[config.mk]
export PLATFORM = sky130hd
export DESIGN_NAME = drm_bus_axi4st_scheduler
export DESIGN_NICKNAME = d
export VERILOG_FILES = /design/src/rtl/drm_bus_axi4st_scheduler.sv
export SDC_FILE = /design/constraint.sdc
export NUM_CORES = 1
export LEC_CHECK = 0
export CORE_AREA = 2 2 134 136
export CTS_CLUSTER_DIAMETER = 120
export DETAILED_ROUTE_END_ITERATION = 16
export DIE_AREA = 0 0 136 138
export GPL_ROUTABILITY_DRIVEN = 0
export PLACE_DENSITY = 0.67
export SYNTH_ARGS = -nofsm -noshare
export SYNTH_HDL_FRONTEND = slang
export SYNTH_SLANG_ARGS = --single-unit
[constraint.sdc]
create_clock -name drm_aclk -period 1.7 [get_ports drm_aclk]
set_input_delay 0.34 -clock drm_aclk [delete_from_list [all_inputs] [get_ports drm_aclk]]
set_output_delay 0.34 -clock drm_aclk [all_outputs]
set_load 0.02 [all_outputs]
[src/rtl/drm_bus_axi4st_scheduler.sv]
// Single-outstanding request scheduler between the DRM controller stream and NB_IP
// activator ports. Each request goes to one port and yields exactly one response word.
module drm_bus_axi4st_scheduler #(
  parameter int NB_IP          = 4,
  parameter int TIMEOUT_CYCLES = 255
) (
  input  logic                  drm_aclk,
  input  logic                  drm_arstn,
  input  logic [31:0]           s_tdata,
  input  logic                  s_tvalid,
  output logic                  s_tready,
  output logic [31:0]           m_tdata,
  output logic                  m_tvalid,
  input  logic                  m_tready,
  output logic [NB_IP*32-1:0]   ip_tdata,
  output logic [NB_IP-1:0]      ip_tvalid,
  input  logic [NB_IP-1:0]      ip_tready,
  input  logic [NB_IP*32-1:0]   ip_rsp_tdata,
  input  logic [NB_IP-1:0]      ip_rsp_tvalid,
  output logic [NB_IP-1:0]      ip_rsp_tready,
  output logic                  drm_intr,
  output logic                  timeout_err,
  output logic [1:0]            dbg_state
);

  // Handshake: on every stream a beat transfers on a rising edge where tvalid and
  // tready are both high; a source holds tdata stable while tvalid=1 and tready=0.

  typedef enum logic [1:0] {
    IDLE     = 2'd0,
    ISSUE    = 2'd1,
    WAIT_ACK = 2'd2,
    RESP     = 2'd3
  } state_t;

  localparam logic [15:0] TIMER_LAST = 16'(TIMEOUT_CYCLES - 1);

  state_t               state;
  logic [2:0]           idx_q;
  logic [NB_IP-1:0]     sel_oh;
  logic [15:0]          timer;
  logic [NB_IP-1:0]     intr_vec;

  logic [2:0]           req_idx;
  logic                 req_ok;
  logic [NB_IP-1:0]     req_oh;
  logic [NB_IP*32-1:0]  req_ip_tdata;
  logic [31:0]          sel_rsp;
  logic                 sel_rsp_valid;
  logic                 ack_hit;
  logic                 unused_bits;

  assign req_idx   = s_tdata[10:8];
  assign req_ok    = ({29'd0, req_idx} < NB_IP);
  assign dbg_state = state;

  // Decode the target port and build the forwarded word {26'b0, CS, CYC, ADR, WE, DAT}.
  always_comb begin
    req_oh       = '0;
    req_ip_tdata = '0;
    for (int i = 0; i < NB_IP; i++) begin
      if (req_idx == 3'(i)) begin
        req_oh[i]                = 1'b1;
        req_ip_tdata[i*32 +: 32] = {26'd0, s_tdata[5:0]};
      end
    end
  end

  // Response stream of the port that owns the outstanding request.
  always_comb begin
    sel_rsp       = '0;
    sel_rsp_valid = 1'b0;
    for (int i = 0; i < NB_IP; i++) begin
      if (sel_oh[i]) begin
        sel_rsp       = sel_rsp | ip_rsp_tdata[i*32 +: 32];
        sel_rsp_valid = sel_rsp_valid | ip_rsp_tvalid[i];
      end
    end
  end

  assign ack_hit     = sel_rsp_valid & sel_rsp[3];
  assign unused_bits = ^{s_tdata[31:11], s_tdata[7:6], sel_rsp[31:4]};

  function automatic logic [31:0] fmt_resp(input logic dat, input logic sta,
                                           input logic err, input logic intr,
                                           input logic [2:0] idx);
    return {24'd0, err, idx, 1'b1, intr, sta, dat};
  endfunction

  always_ff @(posedge drm_aclk or negedge drm_arstn) begin
    if (!drm_arstn) begin
      state         <= IDLE;
      s_tready      <= 1'b0;
      m_tvalid      <= 1'b0;
      m_tdata       <= '0;
      ip_tvalid     <= '0;
      ip_tdata      <= '0;
      ip_rsp_tready <= '0;
      timer         <= '0;
      idx_q         <= '0;
      sel_oh        <= '0;
      timeout_err   <= 1'b0;
    end else begin
      ip_rsp_tready <= '1;
      timeout_err   <= 1'b0;
      case (state)
        IDLE: begin
          s_tready <= 1'b1;
          if (s_tvalid && s_tready) begin
            s_tready <= 1'b0;
            idx_q    <= req_idx;
            if (req_ok) begin
              state     <= ISSUE;
              sel_oh    <= req_oh;
              ip_tvalid <= req_oh;
              ip_tdata  <= req_ip_tdata;
            end else begin
              // Nonexistent port: answer straight away with an error response.
              state    <= RESP;
              sel_oh   <= '0;
              m_tvalid <= 1'b1;
              m_tdata  <= fmt_resp(1'b0, 1'b0, 1'b1, drm_intr, req_idx);
            end
          end
        end
        ISSUE: begin
          if (|(ip_tready & sel_oh)) begin
            ip_tvalid <= '0;
            ip_tdata  <= '0;
            timer     <= '0;
            state     <= WAIT_ACK;
          end
        end
        WAIT_ACK: begin
          // An ACK wins over a timeout expiring on the same edge.
          if (ack_hit) begin
            state    <= RESP;
            m_tvalid <= 1'b1;
            m_tdata  <= fmt_resp(sel_rsp[0], sel_rsp[1], 1'b0, drm_intr, idx_q);
          end else if (timer == TIMER_LAST) begin
            timer       <= timer + 16'd1;
            state       <= RESP;
            timeout_err <= 1'b1;
            m_tvalid    <= 1'b1;
            m_tdata     <= fmt_resp(1'b0, 1'b0, 1'b1, drm_intr, idx_q);
          end else begin
            timer <= timer + 16'd1;
          end
        end
        RESP: begin
          if (m_tready) begin
            m_tvalid <= 1'b0;
            m_tdata  <= '0;
            s_tready <= 1'b1;
            state    <= IDLE;
          end
        end
        default: state <= IDLE;
      endcase
    end
  end

  // Interrupt bits are sampled from any valid response beat, in every state.
  always_ff @(posedge drm_aclk or negedge drm_arstn) begin
    if (!drm_arstn) begin
      intr_vec <= '0;
      drm_intr <= 1'b0;
    end else begin
      for (int i = 0; i < NB_IP; i++) begin
        if (ip_rsp_tvalid[i]) intr_vec[i] <= ip_rsp_tdata[i*32 + 2];
      end
      drm_intr <= |intr_vec;
    end
  end

endmodule

* Word-level counts from Yosys, hierarchy flattened
Index checks and enable logic that the tools add are counted.
** Word-level totals
- Register bits after elaboration :: 198
- Latch bits :: 0
- Memory bits (writable) :: 0
- Memory bits (read-only) :: 0
- Bits of input ports :: 172
- Output and inout port bits :: 174
- Memories kept :: 0
** Cells by class
- $add $sub $neg :: 1
- Multiply operators :: 0
- Div/mod/pow operators :: 0
- Order comparisons :: 1
- Eq/ne operators :: 14
- Shifts and indexed selects :: 0
- Muxes and demuxes :: 53
- Bitwise logic cells :: 8
- Reductions and logical operators :: 15
** Operators with widths (number)
- 128-bit 2-to-1 mux :: 3
- 128-bit case mux with 2 select lines :: 1
- 32-bit 2-to-1 mux :: 5
- 32-bit case mux with 3 select lines :: 1
- 16-bit 2-to-1 mux :: 2
- 4-bit 2-to-1 mux :: 8
- 16-bit case mux with 2 select lines :: 1
- 6-bit 2-to-1 mux :: 4
- 1-bit 2-to-1 mux :: 18
- 16-bit by 1-bit adder with 16-bit output (second input constant) :: 1
- 16-bit by 8-bit == test with 1-bit output (second input constant) :: 1
- 2-bit 2-to-1 mux :: 6
- 2-bit != test (second input constant) :: 6
- 4-bit OR :: 3
- 2-bit case mux with 4 select lines :: 1
- 4-bit case mux with 2 select lines :: 1
- 4-bit AND reduction :: 2
- 4-bit OR reduction :: 2
- 3-bit by 2-bit == test with 1-bit output (second input constant) :: 2
- 2-bit nonzero test :: 3
- 5-bit AND reduction :: 1
- 4-bit AND :: 1
- 2-bit == test (second input constant) :: 2
- 2-bit AND reduction :: 2
- 13 further kinds :: 15

* Depth between registers and ports, before layout
- Depth in word-level cells :: 10
- Mapped depth :: 10
- Depth with buffers taken out :: 7

* Least setup slack after synthesis
No wires, ideal clock.
- Path kind :: register to register
- Start :: reg state[0] (netlist: dbg_state[0])
- End :: reg timer[13]
- Library setup time :: 0.125 ns
- Arrival time :: 1.886 ns
- Required time :: 1.575 ns
- Slack :: -0.311 ns
- Stages on the path, launching flop included :: 9
- Clock period less this slack :: 2.011 ns
- Cells stage by stage :: dfrtp_1 > inv_1 > ha_1 > buf_6 > inv_1 > a221o_2 > and4_4 > nand3_1 > mux2_2
** On the way
- Cells in the longest elaborated chain, start to end :: 3
- Elaborated cells on any way between the ends :: 7
** Ends and longest elaborated chain
- from (decl) :: RTL line 38 : state_t state;
- from (signal assigned) :: RTL line 92 : state <= IDLE;
- from (signal assigned) :: RTL line 113 : state <= ISSUE;
- from (signal assigned) :: RTL line 119 : state <= RESP;
- 2-bit == test / 2-bit by 1-bit == test with 1-bit output (equally long branches) :: RTL line 106 : case (state)
- 2-bit != test (no line) / 2-bit nonzero test (equally long branches)
- 3-bit AND reduction (no line)
- to (signal assigned) :: RTL line 141 : timer <= timer + 16'd1;
- to (signal assigned) :: RTL line 147 : timer <= timer + 16'd1;
- to (decl) :: RTL line 41 : logic [15:0] timer;
Parallel ways exist; a longest one is shown, timed or not.
A chain may end at the register's enable or synchronous reset.

* Final worst setup path
- Start :: reg sel_oh[2]
- End :: reg m_tdata[5]
** On the way
- Cells in the longest elaborated chain, start to end :: 6
- Elaborated cells on any way between the ends :: 11
** Ends and longest elaborated chain
- from (decl) :: RTL line 40 : logic [NB_IP-1:0] sel_oh;
- from (signal assigned) :: RTL line 114 : sel_oh <= req_oh;
- 1-bit 2-to-1 mux / 4-bit 2-to-1 mux (equally long branches) :: RTL line 74 : if (sel_oh[i]) begin
- 1-bit OR / 4-bit OR (equally long branches) :: RTL line 76, 75
- 1-bit 2-to-1 mux / 4-bit 2-to-1 mux (equally long branches) :: RTL line 74
- 1-bit AND * :: RTL line 81 : assign ack_hit = sel_rsp_valid & sel_rsp[3];
- 3-bit != test (no line) / 32-bit 2-to-1 mux (equally long branches)
- 5-bit AND reduction (no line) / 32-bit case mux with 3 select lines (equally long branches)
- to (signal assigned) :: RTL line 122 : m_tdata <= fmt_resp(1'b0, 1'b0, 1'b1, drm_intr, req_idx);
- to (signal assigned) :: RTL line 139 : m_tdata <= fmt_resp(sel_rsp[0], sel_rsp[1], 1'b0, drm_intr, idx_q);
- to (signal assigned) :: RTL line 145 : m_tdata <= fmt_resp(1'b0, 1'b0, 1'b1, drm_intr, idx_q);
- to (decl) :: RTL line 12 : output logic [31:0] m_tdata,
Every way passes the cells marked *; elsewhere a longest branch is shown, timed or not.

==> impl_summary.log <==
INFO  metric grt_start_max_net_pins = 71
INFO  metric synth_enable_flop_cells = 0
INFO  metric internal-power = between 6000 and 7000 uW
INFO  metric startpoint_class = flop
INFO  metric globalRouteTotalUtil = about an eighth
INFO  metric slack_of_the_worst_reg_to_reg_path = -0.07 ns
INFO  metric final_nets = 777
INFO  metric layout_area_overhead = 54.47%
INFO  metric max_freq = 565.3 MHz
INFO  metric die_y = roughly 140 um
INFO  metric numCtsBuffers = 9
INFO  metric maxUsedRoutingLayer = met4
INFO  metric critical-path-top-delay-family = compound AO/OA/AOI/OAI gates
INFO  metric num_clock_sinks = 70
INFO  metric critical_path.reg2reg.endpoint = m_tdata[5]$_DFFE_PN0P_
INFO  metric dr_total_vias = about 3,400
INFO  metric rsz0062_at_grt = true
INFO  metric fin_skew = approximately 0.0065 ns
INFO  metric critical_path.max_stage_delay = 0.45 ns
INFO  metric cp_max_fo = 5
INFO  metric post-route-drc-count = 0
INFO  metric run_status = finished with violations
INFO  metric cts_tree = yes
INFO  metric critical_path.reg2reg.startpoint = sel_oh[2]$_DFFE_PN0P_
INFO  metric insertion_delay = about 0.34 ns
INFO  metric detail-route-antenna-nets = 0
INFO  metric syn-cell-area = 4392 um2
INFO  metric cp.buffers_inverters = 1
INFO  metric ys_types = between 50 and 60
INFO  metric first_pass_grt_wire_length = 17.26 mm
INFO  metric drt_first_pass_iters = 4
INFO  metric synth_warnings = 0
INFO  metric clock_pin_slew_reported_for_the_worst_setup_and_hold_paths_after_clock_tree_synthesis = 0.06 ns
INFO  metric timing.hold.worst.class = input pin to asynchronous set/reset pin
INFO  metric timing_hold_violations_final = 0
INFO  metric first_global_vias = 3,126
INFO  metric cp.required = 1.92 ns
INFO  metric yosysSeqAreaShare = about 40%
INFO  metric finish.cell_count_without_fillers = roughly 830
INFO  metric floorplan.core_area = 17,530 um2
INFO  metric critical_path.startpoint = sel_oh[2]$_DFFE_PN0P_
INFO  metric final_cell_mix = sky130_fd_sc_hd__conb_1 (129), sky130_fd_sc_hd__dfrtp_1 (64), sky130_fd_sc_hd__buf_4 (54)
INFO  metric power.share.sequential = 23.7%
INFO  metric global_route.overflow_total = 0
INFO  metric r2r_cells = 6
INFO  metric total_leakage_power = 0.003513 uW
INFO  metric max-vdd-ir-drop = 0.7272 mV
INFO  metric wl_met3 = 1.136 mm
INFO  metric critical-path-slowest-cell = sky130_fd_sc_hd__dfrtp_2
INFO  metric totalWireLength = approximately 12 mm
INFO  metric setup_ws = -0.06909 ns
INFO  metric met2_length = 5.610 mm
INFO  metric synthesis.instances = 439
INFO  metric ports_placed_on_the_boundary = 346
INFO  metric cts_root_buffer_type = sky130_fd_sc_hd__clkbuf_16
INFO  metric timing.critical_path.arrival = between 1.5 and 2 ns
INFO  metric route.layer.met1.wl = 5.214 mm
INFO  metric antenna-diode-count = 0
INFO  metric cts_htree_levels = 3
INFO  metric drv_slew = 0
INFO  metric endpoint = m_tdata[5]$_DFFE_PN0P_
INFO  metric initial_cell_density_of_the_core = 25.05%
INFO  metric cts_buffer_depth = 2
INFO  metric crit_path_class = flop to flop
INFO  metric worst-path-stages = 6
INFO  metric setup_violations = 39
INFO  metric placement.io_buffers = 82
INFO  metric grt_antenna_before_repair = 0
INFO  metric violated_checks = setup timing
INFO  metric post-route-min-period = 1.769 ns
INFO  metric placement.cell_area = 5413 um2
INFO  metric die_w = 136 um
INFO  metric postSynthAreaPerCell = 10.00 um2
INFO  metric synth.ff_latch_count = 70
INFO  metric final.setup.tns = -1.342 ns
INFO  metric combPwrFrac = approximately three fifths
INFO  metric hold_buffers_post_cts = 0
INFO  metric avgRoutedWirePerCell = approximately 15 um
INFO  metric site_row_count = a little under 50
INFO  metric summed_area_of_non_filler_cells_in_the_final_layout = 6784 um2
INFO  metric total_switching_power = 4486 uW
INFO  metric drt-vias-per-instance = approximately 4.1
INFO  metric ys_async_sr_fraction = 100.0%
INFO  metric number_of_drc_markers_in_iteration_0 = ~110
INFO  metric ratio_of_cells_with_drive_above_1_in_the_final_layout = roughly 37%
INFO  metric finalCritPeriodShare = 104.1%
INFO  metric worstPathCellList = a22oi_2 > a22o_4 > nand2_4 > o221ai_4 > buf_6 > mux2_4
INFO  metric final_common_cell = sky130_fd_sc_hd__conb_1
INFO  metric cap_violations = 0
INFO  metric post_synth_top_flop = sky130_fd_sc_hd__dfrtp_1
INFO  metric powerDensity = 1615 nW/um2
INFO  metric total_die_area = between 15,000 and 20,000 um2
INFO  metric netSwitchingFraction = 40.96%
INFO  metric end_kind = flop
INFO  metric power_frac_clock = between 10% and 20%
INFO  metric post_dp_hpwl = around 8.3 mm
INFO  metric placed_cells_incl_taps = 789
-- state kept, by name, summed over array words and instances (netlist names), 2 cells and up --
register / count
idx_q: 3
sel_oh: 4
m_tdata: 8
timer: 16
ip_tdata: 24
intr_vec: 4
ip_tvalid: 4
dbg_state: 2
-- synthesized netlist by cell type, types with 5 or more instances --
library cell	number	area, um2
sky130_fd_sc_hd__mux2_2	15	168.9
sky130_fd_sc_hd__buf_2	5	25.02
sky130_fd_sc_hd__nand3_1	8	40.04
sky130_fd_sc_hd__o21ai_0	12	60.06
sky130_fd_sc_hd__o31ai_1	30	225.2
sky130_fd_sc_hd__a22oi_2	6	75.07
sky130_fd_sc_hd__ha_1	8	100.1
sky130_fd_sc_hd__mux2i_1	7	70.07
sky130_fd_sc_hd__buf_4	131	983.4
sky130_fd_sc_hd__a21oi_1	8	40.04
sky130_fd_sc_hd__clkbuf_1	7	26.28
sky130_fd_sc_hd__nor2_1	11	41.29
sky130_fd_sc_hd__inv_1	12	45.04
sky130_fd_sc_hd__nand2_1	45	168.9
sky130_fd_sc_hd__dfrtp_1	70	1752
-- stage by stage --
step	hold slack [ns]	setup WS (ns)	util [%]	total power, uW
after global routing	0.05076	-0.1567	38.69	11560
after detailed placement	0.4037	-0.5160	30.87	6884
final	0.02412	-0.06909	38.69	10950
after global placement	0.4012	-0.4826	30.87	6808
after CTS	0.03551	-0.07170	34.24	9500
after floorplan	0.04441	-0.1683	-	5224
-- worst min path at each step --
stage	from	to	slack [ns]	cells after the start
2_1_floorplan	drm_arstn	dbg_state[0]$_DFFE_PN0P_	0.04	0
3_3_place_gp	drm_arstn	ip_tdata[35]$_DFFE_PN0P_	0.40	2
3_5_place_dp	drm_arstn	ip_tdata[3]$_DFFE_PN0P_	0.40	2
4_1_cts	drm_arstn	ip_tdata[0]$_DFFE_PN0P_	0.04	2
5_1_grt	drm_arstn	ip_tdata[36]$_DFFE_PN0P_	0.05	2
6_report	drm_arstn	ip_tdata[3]$_DFFE_PN0P_	0.02	2
-- power groups by stage --
stage | combinational [uW] | clock, uW | sequential [uW]
2_1_floorplan | 2310 | 0 | 2910
5_1_grt | 7010 | 1890 | 2660
6_report | 6580 | 1770 | 2600
4_1_cts | 5170 | 1830 | 2500
3_5_place_dp | 4390 | 0 | 2500
3_3_place_gp | 4310 | 0 | 2500
-- area by class of cell --
cell class	count	area [um2]
inverters	13	56.30
flip-flops and latches	70	1759
fillers	1730	10750
clock inverters	1	5.005
repair buffers	166	1754
well taps	229	286.5
multi-input cells	337	2653
clock buffers	13	270.3
-- metal layers --
metal / vias to the layer above / track usage (%)
li1: 1580 / -
met1: 1658 / 15.70
met2: 173 / 18.88
met3: 11 / 4.987
met4: 0 / 3.399
met5: - / 0
-- logic make-up (layout without fill, tap and decap cells) --
family / count (synthesis) / after routing / share of synthesized area (%)
buffers and inverters: 159 / 193 / 25.44
AND/OR/NAND/NOR: 95 / 95 / 11.68
AO/OA/AOI/OAI: 77 / 77 / 13.90
flip-flops: 70 / 70 / 39.89
multiplexers: 22 / 22 / 5.442
adder cells (fa/ha/maj): 8 / 8 / 2.279
XOR/XNOR: 6 / 6 / 1.197
other: 2 / 129 / 0.1710
-- timing repair --
item                       CTS  global route
pin swaps                   15            43
cloned                       2             3
setup buffers               16             5
resized for setup           50           151
setup endpoints to repair   58            65
No activity file was read; power rests on OpenSTA's default activity.
